File: src/rtl/uart_pkg.sv
// rtl/uart_pkg.sv - shared UART receive state encoding and oversampling constants
package uart_pkg;

    typedef enum logic [2:0] {
        RX_IDLE,
        RX_START,
        RX_DATA,
        RX_PARITY,
        RX_STOP
    } rx_state_e;

    localparam int OVERSAMPLE = 16;
    localparam int MID_SAMPLE = 7;

    localparam logic [3:0] TICK_LAST = 4'(OVERSAMPLE - 1);
    localparam logic [3:0] TICK_MID  = 4'(MID_SAMPLE);

endpackage

File: src/rtl/uart_sync_2ff.sv
// rtl/uart_sync_2ff.sv - two-flop synchronizer for an asynchronous single-bit input
module uart_sync_2ff #(
    parameter logic RST_VAL = 1'b1
) (
    input  logic clk,
    input  logic rst_n,
    input  logic d,
    output logic q
);

    logic meta_q, meta_d;
    logic sync_q, sync_d;

    always_comb begin
        meta_d = d;
        sync_d = meta_q;
    end

    always_ff @(posedge clk or negedge rst_n) begin
        if (!rst_n) begin
            meta_q <= RST_VAL;
            sync_q <= RST_VAL;
        end else begin
            meta_q <= meta_d;
            sync_q <= sync_d;
        end
    end

    assign q = sync_q;

endmodule

File: src/rtl/uart_rx.sv
// rtl/uart_rx.sv - 16x oversampling UART receiver with single-byte holding register
module uart_rx
    import uart_pkg::*;
#(
    parameter int DATA_BITS  = 8,
    parameter int PARITY_EN  = 0,
    parameter int PARITY_ODD = 0
) (
    input  logic                 clk,
    input  logic                 reset_n,
    input  logic                 rx_tick,
    input  logic                 rx,
    input  logic                 rx_ready,
    output logic [DATA_BITS-1:0] rx_data,
    output logic                 rx_valid,
    output logic                 parity_err,
    output logic                 frame_err,
    output logic                 overrun_err
);

    localparam logic [2:0] BIT_LAST = 3'(DATA_BITS - 1);
    localparam logic       ODD      = (PARITY_ODD != 0);

    logic rx_s;

    uart_sync_2ff #(.RST_VAL(1'b1)) u_sync (
        .clk   (clk),
        .rst_n (reset_n),
        .d     (rx),
        .q     (rx_s)
    );

    rx_state_e            state_q, state_d;
    logic [3:0]           tick_q, tick_d;
    logic [2:0]           bit_q, bit_d;
    logic [DATA_BITS-1:0] shreg_q, shreg_d;
    logic                 perr_q, perr_d;
    logic                 armed_q, armed_d;
    logic                 done;
    logic                 ferr_now;

    always_comb begin
        state_d  = state_q;
        tick_d   = tick_q;
        bit_d    = bit_q;
        shreg_d  = shreg_q;
        perr_d   = perr_q;
        armed_d  = armed_q;
        done     = 1'b0;
        ferr_now = 1'b0;
        // A break (stop bit low) must see the line return high before re-arming.
        if (state_q == RX_IDLE && rx_s) armed_d = 1'b1;
        if (rx_tick) begin
            case (state_q)
                RX_IDLE: begin
                    if (!rx_s && armed_q) begin
                        state_d = RX_START;
                        tick_d  = 4'd0;
                    end
                end
                RX_START: begin
                    if (tick_q == TICK_MID) begin
                        tick_d  = 4'd0;
                        bit_d   = 3'd0;
                        state_d = rx_s ? RX_IDLE : RX_DATA;
                    end else begin
                        tick_d = tick_q + 4'd1;
                    end
                end
                RX_DATA: begin
                    if (tick_q == TICK_LAST) begin
                        tick_d  = 4'd0;
                        shreg_d = {rx_s, shreg_q[DATA_BITS-1:1]};
                        bit_d   = bit_q + 3'd1;
                        if (bit_q == BIT_LAST) begin
                            perr_d  = 1'b0;
                            state_d = (PARITY_EN != 0) ? RX_PARITY : RX_STOP;
                        end
                    end else begin
                        tick_d = tick_q + 4'd1;
                    end
                end
                RX_PARITY: begin
                    if (tick_q == TICK_LAST) begin
                        tick_d  = 4'd0;
                        perr_d  = ((^shreg_q) ^ rx_s) != ODD;
                        state_d = RX_STOP;
                    end else begin
                        tick_d = tick_q + 4'd1;
                    end
                end
                RX_STOP: begin
                    if (tick_q == TICK_LAST) begin
                        tick_d   = 4'd0;
                        done     = 1'b1;
                        ferr_now = !rx_s;
                        state_d  = RX_IDLE;
                        if (!rx_s) armed_d = 1'b0;
                    end else begin
                        tick_d = tick_q + 4'd1;
                    end
                end
                default: state_d = RX_IDLE;
            endcase
        end
    end

    logic [DATA_BITS-1:0] data_q, data_d;
    logic                 valid_q, valid_d;
    logic                 perr_out_q, perr_out_d;
    logic                 ferr_q, ferr_d;
    logic                 ovr_q, ovr_d;

    always_comb begin
        data_d     = data_q;
        valid_d    = valid_q;
        perr_out_d = perr_out_q;
        ferr_d     = ferr_q;
        ovr_d      = ovr_q;
        if (done) begin
            data_d     = shreg_q;
            perr_out_d = perr_q;
            ferr_d     = ferr_now;
            valid_d    = 1'b1;
            if (valid_q && !rx_ready) ovr_d = 1'b1;
        end else if (valid_q && rx_ready) begin
            valid_d = 1'b0;
        end
    end

    always_ff @(posedge clk or negedge reset_n) begin
        if (!reset_n) begin
            state_q    <= RX_IDLE;
            tick_q     <= 4'd0;
            bit_q      <= 3'd0;
            shreg_q    <= '0;
            perr_q     <= 1'b0;
            armed_q    <= 1'b1;
            data_q     <= '0;
            valid_q    <= 1'b0;
            perr_out_q <= 1'b0;
            ferr_q     <= 1'b0;
            ovr_q      <= 1'b0;
        end else begin
            state_q    <= state_d;
            tick_q     <= tick_d;
            bit_q      <= bit_d;
            shreg_q    <= shreg_d;
            perr_q     <= perr_d;
            armed_q    <= armed_d;
            data_q     <= data_d;
            valid_q    <= valid_d;
            perr_out_q <= perr_out_d;
            ferr_q     <= ferr_d;
            ovr_q      <= ovr_d;
        end
    end

    assign rx_data     = data_q;
    assign rx_valid    = valid_q;
    assign parity_err  = perr_out_q;
    assign frame_err   = ferr_q;
    assign overrun_err = ovr_q;

endmodule

File: config.mk
export PLATFORM = sky130hd
export DESIGN_NAME = uart_rx
export DESIGN_NICKNAME = d
export VERILOG_FILES = /design/src/rtl/uart_pkg.sv /design/src/rtl/uart_sync_2ff.sv /design/src/rtl/uart_rx.sv
export SDC_FILE = /design/constraint.sdc
export NUM_CORES = 1
export LEC_CHECK = 0
export CAP_MARGIN = 20
export CORE_MARGIN = 2
export CORE_UTILIZATION = 55
export DETAILED_ROUTE_END_ITERATION = 16
export PLACE_DENSITY = 0.78
export SLEW_MARGIN = 20
export SYNTH_ARGS = -nofsm -noshare
export SYNTH_HDL_FRONTEND = slang
export SYNTH_SLANG_ARGS = --single-unit
File: constraint.sdc
create_clock -name clk -period 3.9 [get_ports clk]
set_clock_uncertainty 0.1 [all_clocks]
set_input_delay 0.585 -clock clk [delete_from_list [all_inputs] [get_ports clk]]
set_output_delay 0.585 -clock clk [all_outputs]
set_load 0.01 [all_outputs]
==> impl_metrics.py <==
metrics = {
    "outcome": {
        "status": "finished, final reports clean",
    },
    "clock_network": {
        "cts_repair_resize_count": 0,
        "cts_buffers": 5,
        "tritoncts": "yes",
        "cts_hold_repair.buffers": 0,
        "cts_root_buffer": "sky130_fd_sc_hd__clkbuf_4",
        "postCtsSetupRepairBufs": 0,
        "clock_insertion_delay_at_the_later_pin_of_the_skew_report_ns": 0.33,
        "numClockSinks": 34,
        "cts_max_path_buffers": 2,
        "h-tree-depth": 2,
        "clkTransAtPathRegs_ns": 0.11,
    },
    "job": {
        "count_of_max_cap_constraint_violations": 0,
    },
    "synth": {
        "synthesis.area_per_instance_sq_um": 12.5,
        "postSynth.topFlopCell": "sky130_fd_sc_hd__dfrtp_1",
        "synth-seq-area-share": 0.510,
        "async_reset_ff_frac": 1.00,
        "netlist-cell-type-count": 43,
        "synth-warning-count": 0,
        "synthesis.nets": 142,
        "syn_area_sq_mm": 0.00168,
        "synth_enable_flop_cells": 0,
        "synth_cells": 134,
        "synth_seq_cells": 34,
    },
    "finish": {
        "postLayoutCoreUtil": 0.639,
        "area_overhead_vs_synth_pct": 13.4,
        "fillerInstances": 256,
        "num_antenna_cells": 0,
        "register_area_sq_um": 855,
        "finish.net_count": 160,
        "multi_input_area_sq_um": 767,
        "drive_gt1_frac": 0.235,
        "fin_area_sq_mm": 0.00190,
    },
    "setup_path": {
        "timing.critical_path.arrival_ns": 2.20,
        "critical_path_sink_type": "flop",
        "timing.critical_path.from_type": "flop",
        "critical_path_class": "reg2reg",
        "worstPathMaxFanout": 14,
        "worst_ep_required_time_ns": 4.03,
    },
    "floorplan": {
        "die-width_um": 59.2,
        "num_io_pins": 17,
        "placement_rows": 20,
        "die_h_um": 59.2,
        "start_util": 0.563,
        "design.core.area_sq_mm": 0.00298,
        "die-area_sq_mm": 0.00351,
    },
    "sta": {
        "hold-worst-slack_ns": 0.265,
        "final-setup-viol-count": 0,
        "timing.final.max_slew_violations": 0,
        "fin_tns_setup_ns": 0,
        "max-slew-margin-rel": 0.587,
        "min_period_ns": 2.07,
        "rsz0062_at_grt": "no",
        "hold_viol": 0,
        "final_min_period_over_clock_period": 0.530,
        "pin_slew_with_the_least_headroom_to_its_limit_ns": 0.619,
        "max_freq_ghz": 0.484,
    },
    "power": {
        "largest_voltage_drop_on_the_vdd_net_v": 0.000239,
        "totalPowerFinal_mw": 0.819,
        "power.leakage_nw": 0.927,
        "power_density_mw_per_mm2": 431,
    },
    "grt": {
        "via_count_of_the_first_global_routing_pass": 1077,
        "largest_net_degree_at_the_start_of_global_routing": 35,
        "antenna_found_initial": 0,
        "global_route_wire_length_before_repair_mm": 5.02,
        "grt_util_all_layers": 0.193,
        "global_route.overflow_total": 0,
    },
    "drt": {
        "drt_drc": 0,
        "drtPass1Iterations": 4,
        "detailroute.via_count": 1107,
        "final_antenna_net_count": 0,
        "detail_route.wirelength_mm": 2.88,
        "via_per_inst": 5.95,
        "drt_iter0_drc": 36,
        "avgRoutedWirePerCell_um": 15.5,
    },
    "placement": {
        "place_hpwl_mm": 1.96,
        "post_dp_cell_area_sq_mm": 0.00184,
        "numPortBuffers": 16,
        "gp_congestion": 0.790,
    },
    "hold_path": {
        "hold_path_class": "reg2reg",
    },
}
## registers in the layout, summed over array words and instances, names as in the netlist
name	count
armed_q	1
bit_q	3
frame_err	1
overrun_err	1
parity_err	1
perr_q	1
rx_data	8
rx_valid	1
shreg_q	8
state_q	3
tick_q	4
u_sync.meta_q	1
u_sync.q	1
## cells by family after synthesis
group | count (synthesis) | synth area share
AND/OR/NAND/NOR | 36 | 0.137
flip-flops | 34 | 0.510
AO/OA/AOI/OAI | 25 | 0.104
multiplexers | 21 | 0.149
buffers and inverters | 8 | 0.0328
XOR/XNOR | 7 | 0.0448
adder cells (fa/ha/maj) | 3 | 0.0224
## path summary, 6_finish.rpt
check | startpoint | end | slack [ns] | depth (start not counted)
worst min register to register | u_sync.meta_q | u_sync.q | 0.26 | 0
worst max register to register | tick_q[0] | rx_data[7] | 1.83 | 4
worst max-delay path | tick_q[0] | rx_data[7] | 1.83 | 4
worst min-delay path | u_sync.meta_q | u_sync.q | 0.26 | 0
min in group asynchronous | reset_n | tick_q[3] | 0.54 | 2
max in group asynchronous | reset_n | u_sync.q | 2.82 | 2
## routing by layer
layer	routed length, um	part of all wire	track usage
met5	0	0	0
met4	61	0.021	0.0779
met3	150	0.052	0.0655
met2	1300	0.45	0.281
met1	1370	0.47	0.266
## worst max-delay path: stages (launching register included)
cell and delay [ns]:
sky130_fd_sc_hd__dfrtp_1 0.43, sky130_fd_sc_hd__ha_1 0.26, sky130_fd_sc_hd__and3_1 0.44, sky130_fd_sc_hd__nand4_4 0.33, sky130_fd_sc_hd__mux2_4 0.40
## Yosys cell counts (3+ instances only)
master                    count  share of area
sky130_fd_sc_hd__o21ai_0      8          0.024
sky130_fd_sc_hd__buf_6        3          0.020
sky130_fd_sc_hd__nand2_1     13          0.029
sky130_fd_sc_hd__xnor2_1      4          0.021
sky130_fd_sc_hd__nor3_1       3         0.0090
sky130_fd_sc_hd__dfrtp_1     31           0.46
sky130_fd_sc_hd__mux2_2      12          0.081
sky130_fd_sc_hd__mux2_4       5          0.045
sky130_fd_sc_hd__nor2_1       3         0.0067
sky130_fd_sc_hd__mux2i_1      4          0.024
sky130_fd_sc_hd__ha_1         3          0.022
sky130_fd_sc_hd__o31ai_1      3          0.013
sky130_fd_sc_hd__dfstp_2      3          0.047
## power breakdown
part / switching [mW] / internal (mW) / total, mW / leakage, nW
clock: 0.120 / 0.0866 / 0.207 / 0.0343
combinational: 0.0751 / 0.0812 / 0.156 / 0.435
sequential: 0.0757 / 0.380 / 0.456 / 0.458
## cell type report
class,count,area share
Sequential cell,34,0.449
Multi-Input combinational cell,92,0.403
Timing Repair Buffer,17,0.0882
Clock buffer,6,0.0270
Tap cell,33,0.0217
Clock inverter,2,0.00658
Inverter,2,0.00395
## per-stage QoR
stage,std cells,setup WS (ns)
3_3_place_gp,178,1.65
2_1_floorplan,134,2.17
5_1_grt,186,1.76
4_1_cts,186,1.86
6_report,186,1.83
3_5_place_dp,178,1.61
## layout by cell type (no fill, tap or decap), types with 3 or more instances in the layout
cell and n:
sky130_fd_sc_hd__dfrtp_1 31, sky130_fd_sc_hd__clkdlybuf4s50_1 16, sky130_fd_sc_hd__nand2_1 13, sky130_fd_sc_hd__mux2_2 12, sky130_fd_sc_hd__o21ai_0 8, sky130_fd_sc_hd__mux2_4 5
sky130_fd_sc_hd__clkbuf_4 5, sky130_fd_sc_hd__mux2i_1 4, sky130_fd_sc_hd__xnor2_1 4, sky130_fd_sc_hd__nor2_1 3, sky130_fd_sc_hd__nor3_1 3, sky130_fd_sc_hd__o31ai_1 3
sky130_fd_sc_hd__ha_1 3, sky130_fd_sc_hd__dfstp_2 3
Note: power is estimated with default switching activity, not from simulation.
